==> config.mk <==
export PLATFORM = sky130hd
export DESIGN_NAME = bcd_score_to_bin_flat
export DESIGN_NICKNAME = d
export VERILOG_FILES = /design/src/rtl/bcd_score_to_bin_if.sv /design/src/rtl/bcd_score_to_bin.sv /design/src/flat_wrapper.sv
export SDC_FILE = /design/constraint.sdc
export NUM_CORES = 1
export LEC_CHECK = 0
export CELL_PAD_IN_SITES_DETAIL_PLACEMENT = 0
export CELL_PAD_IN_SITES_GLOBAL_PLACEMENT = 2
export CORE_UTILIZATION = 38
export DETAILED_ROUTE_END_ITERATION = 10
export GPL_ROUTABILITY_DRIVEN = 0
export PLACE_DENSITY_LB_ADDON = 0.1
export SKIP_CTS_REPAIR_TIMING = 1
export SYNTH_ARGS = -nofsm -noshare
export SYNTH_HDL_FRONTEND = slang
export SYNTH_SLANG_ARGS = --single-unit
==> constraint.sdc <==
create_clock -name clk -period 4.13 [get_ports clk]
set_clock_uncertainty 0.05 [all_clocks]
set_input_delay 1.0325 -clock clk [delete_from_list [all_inputs] [get_ports clk]]
set_output_delay 1.0325 -clock clk [all_outputs]
set_load 0.005 [all_outputs]
==> src/rtl/bcd_score_to_bin_if.sv <==
// Handshake bundle for the BCD score to binary converter.
// The master issues start/bcd_in; the slave answers with busy/done/bin_out/err.
interface bcd_score_to_bin_if #(
  parameter int NDIG  = 3,
  parameter int OUT_W = 10
);
  logic                start;
  logic [4*NDIG-1:0]   bcd_in;
  logic                busy;
  logic                done;
  logic [OUT_W-1:0]    bin_out;
  logic                err;

  modport master (
    output start, bcd_in,
    input  busy, done, bin_out, err
  );

  modport slave (
    input  start, bcd_in,
    output busy, done, bin_out, err
  );
endinterface

==> src/rtl/bcd_score_to_bin.sv <==
// Packed BCD score to binary converter using reverse double-dabble, one bit per clock.
// Results saturate when the decimal value exceeds the binary score width; bad digits flag err.
//
// state | meaning
// ------+--------------------------------------------------------------
// IDLE  | waiting for start; a start captures bcd_in
// SHIFT | one right shift plus per-digit correction per cycle
// DONE  | one-cycle done pulse; start here chains the next conversion
module bcd_score_to_bin #(
  parameter int NDIG  = 3,
  parameter int OUT_W = 10
) (
  input  logic                clk,
  input  logic                reset,
  bcd_score_to_bin_if.slave   bus
);

  localparam int ACC_W = 4 * NDIG;
  localparam int CNT_W = $clog2(ACC_W + 1);
  localparam logic [CNT_W-1:0] LAST_CNT = CNT_W'(ACC_W - 1);

  typedef enum logic [1:0] {
    S_IDLE  = 2'd0,
    S_SHIFT = 2'd1,
    S_DONE  = 2'd2
  } state_t;

  state_t              state_q;
  state_t              state_d;

  logic [ACC_W-1:0]    bcd_q;
  logic [ACC_W-1:0]    acc_q;
  logic [CNT_W-1:0]    cnt_q;
  logic                invalid_q;
  logic [OUT_W-1:0]    bin_q;
  logic                err_q;

  logic                accept;
  logic                last_shift;
  logic                invalid_in;
  logic [2*ACC_W-1:0]  pair_shift;
  logic [ACC_W-1:0]    bcd_next;
  logic [ACC_W-1:0]    acc_next;
  logic [ACC_W+OUT_W-1:0] acc_ext;
  logic                overflow;
  logic                busy_o;
  logic                done_o;

  // ---------------- state register ----------------
  always_ff @(posedge clk or negedge reset) begin
    if (!reset) begin
      state_q <= S_IDLE;
    end else begin
      state_q <= state_d;
    end
  end

  // ---------------- next-state logic ----------------
  always_comb begin
    state_d = state_q;
    case (state_q)
      S_IDLE:  if (bus.start) state_d = S_SHIFT;
      S_SHIFT: if (cnt_q == LAST_CNT) state_d = S_DONE;
      S_DONE:  state_d = bus.start ? S_SHIFT : S_IDLE;
      default: state_d = S_IDLE;
    endcase
  end

  // ---------------- state-decoded outputs ----------------
  always_comb begin
    busy_o = 1'b0;
    done_o = 1'b0;
    case (state_q)
      S_SHIFT: busy_o = 1'b1;
      S_DONE:  done_o = 1'b1;
      default: begin
        busy_o = 1'b0;
        done_o = 1'b0;
      end
    endcase
  end

  assign accept     = bus.start && ((state_q == S_IDLE) || (state_q == S_DONE));
  assign last_shift = (state_q == S_SHIFT) && (cnt_q == LAST_CNT);

  always_comb begin
    invalid_in = 1'b0;
    for (int d = 0; d < NDIG; d++) begin
      if (bus.bcd_in[4*d +: 4] > 4'd9) invalid_in = 1'b1;
    end
  end

  // Shift the BCD/binary pair right, then pull back any digit that picked up
  // a borrowed 8 from the digit above (8 in the next-lower decade is 5, so -3).
  always_comb begin
    pair_shift = {bcd_q, acc_q} >> 1;
    bcd_next   = pair_shift[2*ACC_W-1:ACC_W];
    acc_next   = pair_shift[ACC_W-1:0];
    for (int d = 0; d < NDIG; d++) begin
      if (bcd_next[4*d+3]) bcd_next[4*d +: 4] = bcd_next[4*d +: 4] - 4'd3;
    end
  end

  assign acc_ext  = {{OUT_W{1'b0}}, acc_next};
  assign overflow = |acc_ext[ACC_W+OUT_W-1:OUT_W];

  // ---------------- datapath ----------------
  always_ff @(posedge clk or negedge reset) begin
    if (!reset) begin
      bcd_q     <= '0;
      acc_q     <= '0;
      cnt_q     <= '0;
      invalid_q <= 1'b0;
      bin_q     <= '0;
      err_q     <= 1'b0;
    end else if (accept) begin
      bcd_q     <= bus.bcd_in;
      acc_q     <= '0;
      cnt_q     <= '0;
      invalid_q <= invalid_in;
    end else if (state_q == S_SHIFT) begin
      bcd_q <= bcd_next;
      acc_q <= acc_next;
      cnt_q <= cnt_q + 1'b1;
      if (last_shift) begin
        if (invalid_q) begin
          bin_q <= '0;
          err_q <= 1'b1;
        end else if (overflow) begin
          bin_q <= '1;
          err_q <= 1'b1;
        end else begin
          bin_q <= acc_ext[OUT_W-1:0];
          err_q <= 1'b0;
        end
      end
    end
  end

  assign bus.busy    = busy_o;
  assign bus.done    = done_o;
  assign bus.bin_out = bin_q;
  assign bus.err     = err_q;

endmodule

==> src/flat_wrapper.sv <==
// flat-port wrapper written by rule: the top's interface ports become plain ports
module bcd_score_to_bin_flat 
#(
  parameter int NDIG  = 3,
  parameter int OUT_W = 10
)
  (clk, reset, bus_start, bus_bcd_in, bus_busy, bus_done, bus_bin_out, bus_err);
  bcd_score_to_bin_if #(.NDIG(NDIG), .OUT_W(OUT_W)) bus_i ();
  input  logic clk;
  input  logic reset;
  input wire logic [$bits(bus_i.start)-1:0] bus_start;
  input wire logic [$bits(bus_i.bcd_in)-1:0] bus_bcd_in;
  output wire logic [$bits(bus_i.busy)-1:0] bus_busy;
  output wire logic [$bits(bus_i.done)-1:0] bus_done;
  output wire logic [$bits(bus_i.bin_out)-1:0] bus_bin_out;
  output wire logic [$bits(bus_i.err)-1:0] bus_err;
  assign bus_i.start = bus_start;
  assign bus_i.bcd_in = bus_bcd_in;
  assign bus_busy = bus_i.busy;
  assign bus_done = bus_i.done;
  assign bus_bin_out = bus_i.bin_out;
  assign bus_err = bus_i.err;
  bcd_score_to_bin #(.NDIG(NDIG), .OUT_W(OUT_W)) u_core (.clk(clk), .reset(reset), .bus(bus_i));
endmodule
==> results of run 1 <==
==> kinds of logic after synthesis <==
logic type,count (synthesis)
compound gates,29
xor+xnor,5
fa+ha+maj,3
buf+inv,12
flops,41
mux,15
simple gates,55
==> layout make-up <==
type | count | area, um^2
Clock buffer | 5 | 68.8
Clock inverter | 2 | 35.0
Tap cell | 54 | 67.6
Sequential cell | 41 | 1030
Fill cell | 440 | 2450
Multi-Input combinational cell | 107 | 764
Inverter | 1 | 3.75
Timing Repair Buffer | 28 | 273
==> per-layer routing <==
metal	up-vias	global-route usage
li1	625	-
met4	0	0.0523
met3	4	0.0549
met1	661	0.239
met2	28	0.245
met5	-	0
==> worst max-delay path, cell delays in order, from the launching register on <==
cell	delay [ns]
dfrtp_1	0.38
nand2b_2	0.32
inv_2	0.42
clkdlybuf4s50_1	0.59
==> sequential cells by signal (all words and copies together) (netlist names) <==
name                cells
u_core.acc_q           11
u_core.bcd_q           12
u_core.bus.bin_out     10
u_core.bus.err          1
u_core.cnt_q            4
u_core.invalid_q        1
u_core.state_q          2
==> report_power, final <==
part           internal (mW)  total (mW)  switching (mW)
Sequential             0.577       0.760           0.183
Clock                  0.176       0.309           0.133
Combinational          0.364       0.643           0.279
==> placed cells by master (no fill, tap or decap), drive strengths merged <==
master / Yosys / routed
nor2b: 2 / 2
clkinv: 0 / 1
and3: 2 / 2
o211ai: 2 / 2
mux2i: 4 / 4
nand3: 5 / 5
clkbuf: 1 / 5
mux2: 11 / 11
or3: 1 / 1
a221o: 6 / 6
nand2b: 4 / 4
nand4: 4 / 4
bufinv: 0 / 1
a22oi: 3 / 3
xnor2: 5 / 5
o21a: 1 / 1
nor3: 11 / 11
ha: 3 / 3
nand2: 10 / 10
nor2: 16 / 16
buf: 10 / 2
o21ai: 4 / 4
clkdlybuf4s50: 0 / 26
dfrtp: 41 / 41
a22o: 13 / 13
inv: 1 / 1
==> how the worst max path moves through the flow <==
| stage | from | to | cells after the start |
|---|---|---|---|
| CTS | u_core.state_q[1] | bus_busy | 3 |
| global route | u_core.state_q[1] | bus_busy | 3 |
| floorplan | bus_start | u_core.bcd_q[6] | 4 |
| global placement | u_core.state_q[1] | bus_busy | 3 |
| finish | u_core.state_q[1] | bus_busy | 3 |
| detailed placement | u_core.state_q[1] | bus_busy | 3 |
==> flow_summary_export.csv, run 1 <==
group,metric,value,unit
setup_path,cp.required,3.05,ns
die,start_util,0.395,
setup_path,cp.arrival,2.02,ns
yosys,async_reset_ff_frac,1.00,
sta,fin_ws,1.03,ns
layout,area_growth,20.9,%
place,dp_cells,231,
grt,grt_pass1_vias,1371,
grt,antenna_found_initial,0,
sta,rsz0062_at_grt,"no",
yosys,synth_nets,178,
route,drt_pre_antenna_iters,4,
layout,drive_gt1_frac,0.130,
yosys,synthSimpleGateAreaFrac,0.151,
route,wire_per_inst,15.6,um
sta,hold_violations,0,
place,place_area,2130,um^2
power,max-vdd-ir-drop,0.000303,V
cts,clk_path_buf_depth,2,
yosys,yosysTopAreaCellShare,0.554,
yosys,syn-cell-area,1850,um^2
yosys,ys_top_cells_by_area,"dfrtp_1, mux2_2, a22o_1",
run_status,status,"complete, no violations",
sta,tns,0,ns
grt,grt_use_total,0.169,
sta,clock.fmax,0.322,GHz
yosys,syn_area_per_cell,11.6,um^2
setup_path,critPathKind,"reg -> out",
power,power,1.71,mW
yosys,yosysMostFrequentCell,"dfrtp_1",
route,routed-wl-met2,1660,um
sta,tightestPinTransition,0.904,ns
die,die_y,71.8,um
yosys,ys_seq_area_frac,0.554,
min_path,hold_depth,1,
setup_path,r2r_end,"u_core.bus.bin_out[9]",
grt,grt_first_pass_wirelength,6530,um
grt,grt_max_degree,42,
grt,overflow,0,
layout,final_cell_area,2240,um^2
cts,cts_tree,"done",
yosys,yosys_warnings,0,
yosys,synth-edff-count,0,
yosys,yosys.area_share.adder,0.0203,
min_path,min_to,"u_core.cnt_q[3]",
yosys,synth_commonest_cells,"dfrtp_1, nor2_1, a22o_1",
setup_path,worst_setup_path_end_kind,"primary output",
route,vias,1318,
route,wl,3720,um
sta,slew-limit-headroom,0.397,
min_path,hp-class,"reg -> reg",
route,drc_errors,0,
route,wl_met3,142,um
route,post_drt_via_cell_ratio,5.54,
die,boundaryPins,28,
place,dp_hpwl,2430,um
route,drtIter0Drc,47,
sta,post-route-period-util,0.752,
route,m1WireLength,1880,um
yosys,synth_xor_area_frac,0.0236,
sta,holdWs,0.433,ns
place,portBuffers,27,
yosys,synth-compound-area-share,0.129,
sta,finalMaxSlewViolations,0,
cts,htreeDepth,2,
setup_path,regToRegStartpoint,"u_core.state_q[1]",
die,core-area,4690,um^2
yosys,synth_top_family_by_area,"simple AND/OR/NAND/NOR gates",
cts,cts_made_buffers,5,
setup_path,reg2reg_depth,3,
power,p_leak,0.997,nW
route,antenna_left,0,
setup_path,critPathLaunchType,"flip-flop",
die,num_rows,25,
setup_path,r2r_slack,2.25,ns
layout,finish.utilization,0.477,
yosys,synthDistinctLibCells,28,
route,dr.max_layer_used,"met4",
cts,clockRootBuffer,"clkbuf_8",
yosys,synth_seq_cells,41,
sta,fin_crit,3.10,ns
die,fp.dieArea,5160,um^2
layout,fin_cells,238,
yosys,synthFlopType,"dfrtp_1",
cts,clock-sinks,41,
cts,clock_insertion_delay_worst_skew,0.29,ns
min_path,min_from,"u_core.cnt_q[3]",
yosys,synthCells,160,
die,fp.dieW,71.8,um
yosys,yosys.area.top_type,"dfrtp_1",
cts,cts.clk_slew.worst_paths,0.08,ns
yosys,synth.area.mux_share,0.0885,
place,place_ws,1.35,ns
layout,nets,202,
power,power_density,765,nW/um^2
job,cap_violations,0,
sta,setup_viol,0,
layout,diodes,0,
setup_path,path_max_fanout,25,
Power figures use the tool's default switching activity.
==> inputs of run 2 (changes only) <==
CORE_UTILIZATION = 31   (was 38)
clock period = 2.8 ns   (was 4.13 ns; I/O delays follow)
==> run 2 against run 1 <==
Compared with the run above:
- non-clock buffer count up 4
- cell area up 2.9%
- wire length up 6.6%
- combinational power up 52%
- die area up 22%
- worst hold slack worse by 0.15 ns
- first-iteration DRC count unchanged
- register-to-register slack worse by 1.2 ns
- clock-buffer cell count up 2
- largest cell class unchanged
==> flow_summary_export.csv, run 2 (synthesis results as in run 1) <==
group,metric,value,unit
place,place_area,2190,um^2
setup_path,critPathLaunchType,"flip-flop",
grt,overflow,0,
setup_path,cp.arrival,1.48,ns
cts,cts.clk_slew.worst_paths,0.08,ns
route,drtIter0Drc,47,
place,portBuffers,27,
cts,clock-sinks,41,
grt,grt_use_total,0.143,
setup_path,reg2reg_depth,4,
die,die_y,79.3,um
die,num_rows,27,
layout,diodes,0,
cts,clock_insertion_delay_worst_skew,0.29,ns
power,p_leak,1.02,nW
sta,setup_viol,0,
die,start_util,0.328,
cts,clk_path_buf_depth,2,
cts,cts_tree,"done",
layout,nets,206,
setup_path,r2r_slack,1.03,ns
route,drc_errors,0,
route,drt_pre_antenna_iters,4,
sta,fin_crit,2.23,ns
layout,largest_reg_flops,12,
power,power_density,1130,nW/um^2
grt,grt_max_degree,25,
sta,tns,0,ns
place,dp_hpwl,2670,um
power,max-vdd-ir-drop,0.000359,V
layout,drive_gt1_frac,0.148,
layout,top_register,"u_core.bcd_q",
run_status,status,"complete, no violations",
die,core-area,5640,um^2
grt,grt_first_pass_wirelength,6800,um
sta,hold_violations,0,
layout,final_common_cell,"dfrtp_1",
die,fp.dieArea,6290,um^2
setup_path,path_max_fanout,3,
route,wire_per_inst,15.2,um
route,antenna_left,0,
cts,clockRootBuffer,"clkbuf_8",
route,vias,1328,
sta,post-route-period-util,0.797,
die,fp.dieW,79.3,um
job,cap_violations,0,
sta,finalMaxSlewViolations,0,
grt,grt_pass1_vias,1326,
setup_path,worst_setup_path_end_kind,"primary output",
min_path,hp-class,"in -> async",
cts,cts_made_buffers,5,
die,boundaryPins,28,
sta,slew-limit-headroom,0.577,
grt,antenna_found_initial,0,
sta,clock.fmax,0.448,GHz
layout,area_growth,24.4,%
layout,final_cell_area,2300,um^2
sta,rsz0062_at_grt,"no",
cts,htreeDepth,2,
sta,tightestPinTransition,0.633,ns
setup_path,critPathKind,"reg -> out",
layout,final_cell_mix,"dfrtp_1, clkdlybuf4s50_1, nor2_1",
setup_path,cp.required,2.05,ns
route,wl,3970,um
route,post_drt_via_cell_ratio,5.09,
-- run 2: cell types whose count changed in the layout (fill, tap and decap cells not counted) --
| cell | previous run | this run |
|---|---|---|
| clkinv_2 | 1 | 0 |
| clkbuf_1 | 0 | 1 |
| clkbuf_8 | 5 | 6 |
| buf_4 | 1 | 5 |
-- run 2: final timing paths --
path                                   startpoint               endpoint
max in group asynchronous                   reset  u_core.bus.bin_out[3]
worst max register to register    u_core.cnt_q[0]  u_core.bus.bin_out[1]
worst max-delay path            u_core.state_q[1]               bus_busy
min in group clk                  u_core.cnt_q[3]        u_core.cnt_q[3]
worst min-delay path                        reset        u_core.bcd_q[6]
worst min register to register    u_core.cnt_q[3]        u_core.cnt_q[3]
-- run 2: final cells by class --
type	count	area, um^2
clock buffers	7	86.3
clock inverters	1	30.0
fillers	546	3340
inverters	1	3.75
multi-input cells	107	764
flip-flops and latches	41	1030
well taps	72	90.1
repair buffers	32	303
-- run 2: power breakdown --
part | internal [mW] | switching (mW) | total [mW] | leakage [nW]
registers | 0.851 | 0.269 | 1.12 | 0.525
clock network | 0.291 | 0.204 | 0.494 | 0.0585
logic | 0.556 | 0.421 | 0.977 | 0.438
total | 1.70 | 0.894 | 2.59 | 1.02
-- run 2: routing by layer --
layer  wire (um)  GRT usage
met4          40     0.0491
met3         175     0.0437
met1        1990      0.204
met5           0          0
met2        1760      0.201
-- run 2: worst max-delay path: stages (launching register included) --
cell             delay (ns)
dfrtp_1                0.37
nand2b_2               0.25
inv_2                  0.09
clkdlybuf4s50_1        0.49
-- run 2: metrics by stage --
stage	setup WS [ns]	hold WS [ns]	utilization	power [mW]	cells
after floorplan	1.17	0.354	-	1.76	160
after global placement	0.686	0.415	0.388	2.10	253
after detailed placement	0.679	0.424	0.388	2.12	253
after CTS	0.543	0.283	0.408	2.64	261
after global routing	0.500	0.298	0.408	2.80	261
final	0.569	0.285	0.408	2.59	261
==> inputs of run 3 (changes only) <==
clock period = 1.8 ns   (was 2.8 ns; I/O delays follow)
==> run 3 against run 2 <==
Compared with the run above:
- total power grew 56%
- critical path type unchanged
- setup slack lost 0.42 ns
- non-clock buffer count grew 7
- clock power grew 22%
==> flow_summary_export.csv, run 3 (synthesis results as in run 1) <==
group,metric,value,unit
sta,rsz0062_at_grt,"no",
route,antenna_left,0,
sta,slew-limit-headroom,0.666,
sta,post-route-period-util,0.919,
layout,drive_gt1_frac,0.184,
setup_path,critPathLaunchType,"flip-flop",
layout,final_cell_mix,"dfrtp_1, clkdlybuf4s50_1, nor2_1",
layout,area_growth,28.2,%
setup_path,path_delay_family,"buffers and inverters",
cts,clock-sinks,41,
setup_path,path_max_fanout,2,
route,vias,1344,
layout,finish.utilization,0.421,
power,power_density,1700,nW/um^2
layout,nets,213,
die,fp.dieW,79.3,um
setup_path,critPathKind,"reg -> out",
setup_path,cp.arrival,1.15,ns
grt,grt_pass1_vias,1307,
route,wire_per_inst,15.5,um
layout,fin_cells,268,
die,boundaryPins,28,
grt,antenna_found_initial,0,
die,fp.dieArea,6290,um^2
power,p_leak,1.08,nW
grt,overflow,0,
setup_path,cp_slowest_cell,"clkdlybuf4s50_1",
cts,cts_tree,"done",
sta,hold_violations,0,
die,core-area,5640,um^2
layout,final_common_cell,"dfrtp_1",
die,start_util,0.328,
job,cap_violations,0,
cts,clock_insertion_delay_worst_skew,0.30,ns
sta,clock.fmax,0.604,GHz
layout,diodes,0,
cts,cts.clk_slew.worst_paths,0.08,ns
cts,cts_made_buffers,5,
grt,grt_use_total,0.142,
route,wl,4160,um
cts,clockRootBuffer,"clkbuf_8",
sta,finalMaxSlewViolations,0,
run_status,status,"complete, no violations",
grt,grt_first_pass_wirelength,6760,um
die,num_rows,27,
die,die_y,79.3,um
layout,largest_reg_flops,12,
cts,htreeDepth,2,
grt,grt_max_degree,25,
route,drc_errors,0,
place,portBuffers,27,
setup_path,max_stage_delay,0.50,ns
place,dp_hpwl,2790,um
route,drtIter0Drc,68,
setup_path,path_buf_inv,1,
sta,fin_crit,1.65,ns
route,drt_pre_antenna_iters,4,
sta,tightestPinTransition,0.501,ns
setup_path,cp.required,1.30,ns
power,max-vdd-ir-drop,0.000686,V
cts,clk_path_buf_depth,2,
setup_path,path_cells,"clkdlybuf4s50_1",
place,dp_cells,258,
route,post_drt_via_cell_ratio,5.01,
setup_path,worst_setup_path_end_kind,"primary output",
layout,top_register,"u_core.bcd_q",
min_path,hp-class,"in -> async",
sta,setup_viol,0,
run 3: cell count changes in the layout (fill, tap and decap cells not counted), sizes merged:
cell,change
bufinv,-1
clkbuf,-2
clkinv,+2
clkinvlp,+1
dlymetal6s2s,+2
clkdlybuf4s50,-2
buf,+7
run 3: per-layer routing:
layer | track usage | share of wire
met5 | 0 | 0
met4 | 0.0473 | 0.0089
met3 | 0.0345 | 0.039
met2 | 0.206 | 0.45
met1 | 0.206 | 0.50
run 3: final cells by class:
| type | instances | area, um^2 |
|---|---|---|
| well taps | 72 | 90.1 |
| clock buffers | 5 | 68.8 |
| multi-input cells | 107 | 769 |
| fillers | 555 | 3270 |
| clock inverters | 3 | 17.5 |
| repair buffers | 39 | 398 |
| inverters | 1 | 3.75 |
| flip-flops and latches | 41 | 1030 |
run 3: worst register-to-register path: stages, from the launching register on:
cell      delay (ns)
dfrtp_1         0.35
buf_4           0.13
nand2b_4        0.07
buf_4           0.15
nor3_4          0.14
buf_4           0.23
mux2_2          0.37
run 3: report_power, final:
group | internal [mW] | leakage (nW) | switching [mW] | total (mW)
clock | 0.268 | 0.0439 | 0.334 | 0.602
sequential | 1.32 | 0.525 | 0.394 | 1.72
combinational | 0.988 | 0.509 | 0.732 | 1.72
total | 2.58 | 1.08 | 1.46 | 4.04
run 3: worst paths after layout:
check	from	to	slack (ns)	depth (start not counted)
worst max-delay path	u_core.bus.bin_out[1]	bus_bin_out[1]	0.15	1
worst min-delay path	reset	u_core.bcd_q[2]	0.06	1
worst max register to register	u_core.state_q[0]	u_core.bus.bin_out[1]	0.20	6
worst min register to register	u_core.cnt_q[3]	u_core.cnt_q[3]	0.44	1
max in group asynchronous	reset	u_core.bus.bin_out[3]	1.15	2
min in group clk	u_core.cnt_q[3]	u_core.cnt_q[3]	0.44	1
run 3: per-stage QoR:
step | setup TNS, ns | hold WS [ns] | area [um^2] | power [mW] | setup slack, ns
floorplan | 0 | 0.104 | 1850 | 2.74 | 0.375
global placement | -0.0174 | 0.389 | 2260 | 3.39 | -0.0174
detailed placement | -0.0313 | 0.397 | 2260 | 3.43 | -0.0277
CTS | -0.276 | 0.0685 | 2350 | 4.05 | -0.216
global route | 0 | 0.0791 | 2370 | 4.35 | 0.0814
finish | 0 | 0.0607 | 2370 | 4.04 | 0.146
